### config.mk
export PLATFORM = sky130hd
export DESIGN_NAME = ouch_tx_packer_flat
export DESIGN_NICKNAME = d
export VERILOG_FILES = /design/src/rtl/ouch_tx_packer_if.sv /design/src/rtl/ouch_tx_packer.sv /design/src/flat_wrapper.sv
export SDC_FILE = /design/constraint.sdc
export NUM_CORES = 1
export LEC_CHECK = 0
export CAP_MARGIN = 20
export CORE_ASPECT_RATIO = 0.75
export CORE_MARGIN = 1
export CORE_UTILIZATION = 44
export DETAILED_ROUTE_END_ITERATION = 10
export PLACE_DENSITY_LB_ADDON = 0.05
export SLEW_MARGIN = 40
export SYNTH_ARGS = -nofsm -noshare
export SYNTH_HDL_FRONTEND = slang
export SYNTH_SLANG_ARGS = --single-unit
### constraint.sdc
create_clock -name clk_100 -period 1.8 [get_ports clk_100]
set_input_delay 0.36 -clock clk_100 [delete_from_list [all_inputs] [get_ports clk_100]]
set_output_delay 0.36 -clock clk_100 [all_outputs]
set_load 0.03 [all_outputs]
### src/rtl/ouch_tx_packer_if.sv
// ============================================================================
//  Module      : ouch_cmd_if / ouch_st_if
//  Description : Order-command handshake bus and 64-bit Avalon-ST source bus
//                used by the outbound order packer.
//  Revision    : 1.0 - initial release
// ============================================================================
`default_nettype none

interface ouch_cmd_if;
    logic        in_valid;
    logic        in_ready;
    logic        in_cmd;
    logic        in_side;
    logic [15:0] in_locate;
    logic [31:0] in_token;
    logic [31:0] in_shares;
    logic [31:0] in_price;

    modport master (
        output in_valid, in_cmd, in_side, in_locate, in_token, in_shares, in_price,
        input  in_ready
    );
    modport slave (
        input  in_valid, in_cmd, in_side, in_locate, in_token, in_shares, in_price,
        output in_ready
    );
endinterface

interface ouch_st_if;
    logic        m_valid;
    logic        m_ready;
    logic [63:0] m_data;
    logic        m_sop;
    logic        m_eop;
    logic [2:0]  m_empty;

    modport master (
        output m_valid, m_data, m_sop, m_eop, m_empty,
        input  m_ready
    );
    modport slave (
        input  m_valid, m_data, m_sop, m_eop, m_empty,
        output m_ready
    );
endinterface

`default_nettype wire

### src/rtl/ouch_tx_packer.sv
// ============================================================================
//  Module      : ouch_tx_packer
//  Description : Serializes enter/cancel order commands into big-endian
//                binary messages on a 64-bit Avalon-ST source.
//  Revision    : 1.0 - initial release
// ============================================================================
`default_nettype none

module ouch_tx_packer #(
    parameter logic [31:0] FIRM_ID    = 32'h48465431,
    parameter logic [31:0] TOKEN_INIT = 32'd1
) (
    input  wire logic    clk_100,
    input  wire logic    rst_n,
    ouch_cmd_if.slave    cmd,
    ouch_st_if.master    src,
    output logic         tok_valid,
    output logic [31:0]  tok_id,
    output logic [31:0]  msg_count
);

    localparam logic [1:0] S_IDLE = 2'd0;
    localparam logic [1:0] S_B0   = 2'd1;
    localparam logic [1:0] S_B1   = 2'd2;
    localparam logic [1:0] S_B2   = 2'd3;

    localparam logic       CMD_CANCEL = 1'b1;

    logic [1:0]  state_q,     state_d;
    logic        in_ready_q,  in_ready_d;
    logic        cmd_q,       cmd_d;
    logic        side_q,      side_d;
    logic [15:0] locate_q,    locate_d;
    logic [31:0] token_q,     token_d;
    logic [31:0] shares_q,    shares_d;
    logic [31:0] price_q,     price_d;
    logic [31:0] tok_ctr_q,   tok_ctr_d;
    logic        tok_valid_q, tok_valid_d;
    logic [31:0] tok_id_q,    tok_id_d;
    logic [31:0] msg_count_q, msg_count_d;

    logic        m_valid_w;
    logic [63:0] m_data_w;
    logic        m_sop_w;
    logic        m_eop_w;
    logic [2:0]  m_empty_w;
    logic        accept_w;
    logic        fire_w;

    // ------------------------------------------------------------------
    // State register
    // ------------------------------------------------------------------
    always_ff @(posedge clk_100) begin
        if (!rst_n) begin
            state_q     <= S_IDLE;
            in_ready_q  <= 1'b0;
            cmd_q       <= 1'b0;
            side_q      <= 1'b0;
            locate_q    <= 16'h0;
            token_q     <= 32'h0;
            shares_q    <= 32'h0;
            price_q     <= 32'h0;
            tok_ctr_q   <= TOKEN_INIT;
            tok_valid_q <= 1'b0;
            tok_id_q    <= 32'h0;
            msg_count_q <= 32'h0;
        end else begin
            state_q     <= state_d;
            in_ready_q  <= in_ready_d;
            cmd_q       <= cmd_d;
            side_q      <= side_d;
            locate_q    <= locate_d;
            token_q     <= token_d;
            shares_q    <= shares_d;
            price_q     <= price_d;
            tok_ctr_q   <= tok_ctr_d;
            tok_valid_q <= tok_valid_d;
            tok_id_q    <= tok_id_d;
            msg_count_q <= msg_count_d;
        end
    end

    // ------------------------------------------------------------------
    // Next-state logic
    // ------------------------------------------------------------------
    assign accept_w = cmd.in_valid && in_ready_q;
    assign fire_w   = m_valid_w && src.m_ready;

    always_comb begin
        state_d     = state_q;
        cmd_d       = cmd_q;
        side_d      = side_q;
        locate_d    = locate_q;
        token_d     = token_q;
        shares_d    = shares_q;
        price_d     = price_q;
        tok_ctr_d   = tok_ctr_q;
        tok_valid_d = 1'b0;
        tok_id_d    = tok_id_q;
        msg_count_d = msg_count_q;

        case (state_q)
            S_IDLE: begin
                if (accept_w) begin
                    state_d  = S_B0;
                    cmd_d    = cmd.in_cmd;
                    side_d   = cmd.in_side;
                    locate_d = cmd.in_locate;
                    shares_d = cmd.in_shares;
                    price_d  = cmd.in_price;
                    if (cmd.in_cmd == CMD_CANCEL) begin
                        token_d = cmd.in_token;
                    end else begin
                        // Token pulse lands in the same cycle as the first beat.
                        token_d     = tok_ctr_q;
                        tok_ctr_d   = tok_ctr_q + 32'd1;
                        tok_valid_d = 1'b1;
                        tok_id_d    = tok_ctr_q;
                    end
                end
            end
            S_B0: begin
                if (fire_w) state_d = S_B1;
            end
            S_B1: begin
                if (fire_w) state_d = (cmd_q == CMD_CANCEL) ? S_IDLE : S_B2;
            end
            S_B2: begin
                if (fire_w) state_d = S_IDLE;
            end
            default: state_d = S_IDLE;
        endcase

        if (fire_w && m_eop_w) msg_count_d = msg_count_q + 32'd1;

        in_ready_d = (state_d == S_IDLE);
    end

    // ------------------------------------------------------------------
    // Output logic: beats are a pure function of state and latched fields,
    // so they stay bit-stable while the sink stalls.
    // ------------------------------------------------------------------
    always_comb begin
        m_valid_w = 1'b0;
        m_data_w  = 64'h0;
        m_sop_w   = 1'b0;
        m_eop_w   = 1'b0;
        m_empty_w = 3'd0;

        case (state_q)
            S_B0: begin
                m_valid_w = 1'b1;
                m_sop_w   = 1'b1;
                if (cmd_q == CMD_CANCEL)
                    m_data_w = {8'h58, 8'h00, locate_q, token_q};
                else
                    m_data_w = {8'h4F, (side_q ? 8'h53 : 8'h42), locate_q, token_q};
            end
            S_B1: begin
                m_valid_w = 1'b1;
                if (cmd_q == CMD_CANCEL) begin
                    m_data_w  = {shares_q, 32'h0};
                    m_eop_w   = 1'b1;
                    m_empty_w = 3'd4;
                end else begin
                    m_data_w  = {shares_q, price_q};
                end
            end
            S_B2: begin
                m_valid_w = 1'b1;
                m_data_w  = {FIRM_ID, 32'h0};
                m_eop_w   = 1'b1;
                m_empty_w = 3'd4;
            end
            default: ;
        endcase
    end

    assign cmd.in_ready = in_ready_q;
    assign src.m_valid  = m_valid_w;
    assign src.m_data   = m_data_w;
    assign src.m_sop    = m_sop_w;
    assign src.m_eop    = m_eop_w;
    assign src.m_empty  = m_empty_w;
    assign tok_valid    = tok_valid_q;
    assign tok_id       = tok_id_q;
    assign msg_count    = msg_count_q;

endmodule

`default_nettype wire

### src/flat_wrapper.sv
// flat-port wrapper written by rule: the top's interface ports become plain ports
module ouch_tx_packer_flat 
#(
    parameter logic [31:0] FIRM_ID    = 32'h48465431,
    parameter logic [31:0] TOKEN_INIT = 32'd1
)
  (clk_100, rst_n, tok_valid, tok_id, msg_count, cmd_in_valid, cmd_in_cmd, cmd_in_side, cmd_in_locate, cmd_in_token, cmd_in_shares, cmd_in_price, cmd_in_ready, src_m_valid, src_m_data, src_m_sop, src_m_eop, src_m_empty, src_m_ready);
  ouch_cmd_if cmd_i ();
  ouch_st_if src_i ();
  input  wire logic clk_100;
  input  wire logic rst_n;
  output logic tok_valid;
  output logic [31:0] tok_id;
  output logic [31:0] msg_count;
  input wire logic [$bits(cmd_i.in_valid)-1:0] cmd_in_valid;
  input wire logic [$bits(cmd_i.in_cmd)-1:0] cmd_in_cmd;
  input wire logic [$bits(cmd_i.in_side)-1:0] cmd_in_side;
  input wire logic [$bits(cmd_i.in_locate)-1:0] cmd_in_locate;
  input wire logic [$bits(cmd_i.in_token)-1:0] cmd_in_token;
  input wire logic [$bits(cmd_i.in_shares)-1:0] cmd_in_shares;
  input wire logic [$bits(cmd_i.in_price)-1:0] cmd_in_price;
  output wire logic [$bits(cmd_i.in_ready)-1:0] cmd_in_ready;
  output wire logic [$bits(src_i.m_valid)-1:0] src_m_valid;
  output wire logic [$bits(src_i.m_data)-1:0] src_m_data;
  output wire logic [$bits(src_i.m_sop)-1:0] src_m_sop;
  output wire logic [$bits(src_i.m_eop)-1:0] src_m_eop;
  output wire logic [$bits(src_i.m_empty)-1:0] src_m_empty;
  input wire logic [$bits(src_i.m_ready)-1:0] src_m_ready;
  assign cmd_i.in_valid = cmd_in_valid;
  assign cmd_i.in_cmd = cmd_in_cmd;
  assign cmd_i.in_side = cmd_in_side;
  assign cmd_i.in_locate = cmd_in_locate;
  assign cmd_i.in_token = cmd_in_token;
  assign cmd_i.in_shares = cmd_in_shares;
  assign cmd_i.in_price = cmd_in_price;
  assign cmd_in_ready = cmd_i.in_ready;
  assign src_m_valid = src_i.m_valid;
  assign src_m_data = src_i.m_data;
  assign src_m_sop = src_i.m_sop;
  assign src_m_eop = src_i.m_eop;
  assign src_m_empty = src_i.m_empty;
  assign src_i.m_ready = src_m_ready;
  ouch_tx_packer #(.FIRM_ID(FIRM_ID), .TOKEN_INIT(TOKEN_INIT)) u_core (.clk_100(clk_100), .rst_n(rst_n), .cmd(cmd_i), .src(src_i), .tok_valid(tok_valid), .tok_id(tok_id), .msg_count(msg_count));
endmodule
==> flow_summary.ini <==
[detailed_routing]
dr_total_vias = 10050
dr.pass1.iters = 5
routed_wl_mm = 35.3
ant_nets = 0
wl_per_cell_um = 19.8
drt_iter0_markers = 850
drc = 0
avgViaCountPerCell = 5.62

[cts]
clk_pin_slew_ns = 0.07
insertion_delay_ns = 0.52
cts_buffer_depth = 3
clock_sinks = 214
tritoncts = built
cts_root_buffer = clkbuf_16
cts_made_buffers = 23
htreeDepth = 1
holdBufCountCts = 0

[finish]
area.growth.synth_to_final_pct = 71.6
final_area_um2 = 15900
fillers = 1384
fin_cells = 1787
layout_commonest_cell = nand2_1
drive_gt1_share_pct = 37.4
num-nets-final = 1611
final_cell_mix = 220 x nand2_1, 193 x dfxtp_1, 116 x clkdlybuf4s50_1, 116 x buf_4, 87 x a21oi_1

[pwr]
power_leakage_uw = 0.00642
power.total_uw = 11900
powerDensity_nw_per_um2 = 748
irDropWorstVdd_mv = 0.862

[logic_synthesis]
async_flop_share_pct = 0
yosys_warnings = 0
postSynthAreaPerCell_um2 = 8.21
netlist_area_um2 = 9270
ys_seq_area_share_pct = 46.2
ys_ff_latch = 214
ys_types = 48
synth_edf_count = 0
synth_flop_cell = dfxtp_1
netlist_instances = 1129

[flow_run]
maxCapViolations = 0

[min_path]
holdPathStages = 3
hp-start = cmd_in_price[13]
hold_path_class = in -> reg
min_to = u_core.price_q[13]

[setup_path]
reg2reg_from = u_core.state_q[0]
arrival_ns = 1.79
rr_endpoint = u_core.tok_ctr_q[21]
cp-end-kind = output pin
required_ns = 1.44
worstPathMaxFanout = 5
reg2reg_setup_slack_ns = -0.30
worstSetupStartpointType = flip-flop
r2r_cells = 6
criticalPathCategory = reg -> out

[timing]
holdWs_ns = 0.385
rsz0062_at_grt = true
period_share_pct = 120
maxSlewViolCount = 0
max_freq_mhz = 464
setup_viol = 214
hold_viol_final = 0
period_needed_ns = 2.15
finalWorstSetupSlack_ns = -0.355
final.setup_skew_ns = 0.0178

[floorplanning]
ios = 254
die_w_um = 170
die_area_um2 = 21700
initial_core_util_pct = 45.3
core_area_um2 = 20400
placementRows = 45
die_h_um = 128

[run_status]
violations = setup timing
outcome = finished, violations left

[global_routing]
grt_overflow = 0
antenna_found_initial = 1
grt_pass1_vias = 8570
grt_pass1_wl_mm = 45.8
grt_max_degree = 44
grtUsageTotal_pct = 26.3

[placed_design]
place_congestion = 0.889
numPortBuffers = 251
hpwl_mm = 19.9
post-place-ws_ns = -0.397
dp_cells = 1671
postPlaceCellArea_um2 = 12600
[repair_timing]
action                     4_1_cts  5_1_grt
setup endpoints to repair      149      193
buffers inserted                12       41
pin swaps                       23      141
resized for setup              146      339
cloned                           4       27
[worst max-delay path: stages (launching register included)]
cell,delay [ns]
dfxtp_4,0.36
buf_8,0.12
nor2b_4,0.17
buf_6,0.18
buf_12,0.14
a22o_1,0.17
buf_6,0.14
[power by group]
part	switching (µW)	internal [µW]	leakage, µW
combinational	1160	1140	0.00433
sequential	144	4930	0.00175
clock	2000	2520	0.000344
total	3300	8590	0.00642
[worst max-delay path by stage]
stage | endpoint | startpoint
2_1_floorplan | src_m_data[0] | u_core.state_q[1]
3_3_place_gp | u_core.tok_ctr_q[19] | cmd_in_valid
4_1_cts | src_m_data[60] | u_core.state_q[1]
3_5_place_dp | u_core.tok_ctr_q[19] | cmd_in_valid
5_1_grt | src_m_data[3] | u_core.state_q[1]
6_report | src_m_data[3] | u_core.state_q[1]
[registers in the layout, indices dropped and copies added (netlist names)]
signal and flops:
u_core.msg_count 32, u_core.price_q 32, u_core.shares_q 32, u_core.tok_ctr_q 32, u_core.tok_id 32, u_core.token_q 32, u_core.locate_q 16, u_core.state_q 2
u_core.cmd.in_ready 1, u_core.cmd_q 1, u_core.side_q 1, u_core.tok_valid 1
[stage by stage]
step                utilization, %  setup TNS, ns
detailed placement            61.5         -40.88
global route                  77.8         -42.37
CTS                           66.9         -16.16
finish                        77.8         -31.37
floorplan                        -          -2.68
global placement              61.5         -35.84
[layout make-up]
cell class,count,area (µm²),area share (%)
clock inverters,7,52.6,0.330
inverters,9,38.8,0.244
well taps,282,353,2.22
repair buffers,433,4700,29.6
flip-flops and latches,214,4320,27.1
multi-input cells,810,5790,36.4
clock buffers,31,646,4.06
diodes,1,2.50,0.0157
[kinds of logic after synthesis]
group | after synthesis | synth area share, %
buffers and inverters | 107 | 5.10
AND/OR/NAND/NOR | 462 | 23.0
multiplexers | 45 | 4.86
adder cells (fa/ha/maj) | 2 | 0.270
other | 1 | 0.0405
AO/OA/AOI/OAI | 285 | 19.3
flip-flops | 214 | 46.2
XOR/XNOR | 13 | 1.23
[synth_stat cells, types with 3 or more instances]
master	instances	area (µm²)
a22o_1	45	394
buf_2	6	30.0
nand2_1	263	987
a21o_1	5	37.5
mux2i_1	45	450
nor2b_1	3	18.8
xor2_1	6	52.6
and3_1	4	25.0
nand3_1	21	105
buf_4	3	22.5
dfxtp_1	214	4280
and4_1	8	70.1
nand4_1	17	106
o21a_1	3	22.5
clkbuf_1	71	267
nor4_1	11	68.8
or3_1	11	68.8
a21oi_1	158	791
or4_1	26	195
xnor2_1	7	61.3
nor3_1	3	15.0
and2_1	10	62.6
buf_1	12	45.0
o21ai_0	10	50.1
nand2b_1	13	81.3
nor2_1	63	236
inv_1	8	30.0
a211oi_1	32	240
o31ai_1	25	188
clkbuf_8	3	41.3
[routing by layer]
layer / GRT usage, % / up-vias / part of all wire (%) / routed length [µm]
li1: - / 4697 / - / -
met1: 35.8 / 4851 / 43 / 15300
met2: 43.5 / 407 / 47 / 16700
met3: 4.54 / 95 / 6.9 / 2450
met4: 6.31 / 0 / 2.7 / 945
met5: 0 / - / 0 / 0
Note: power is estimated with default switching activity, not from simulation.
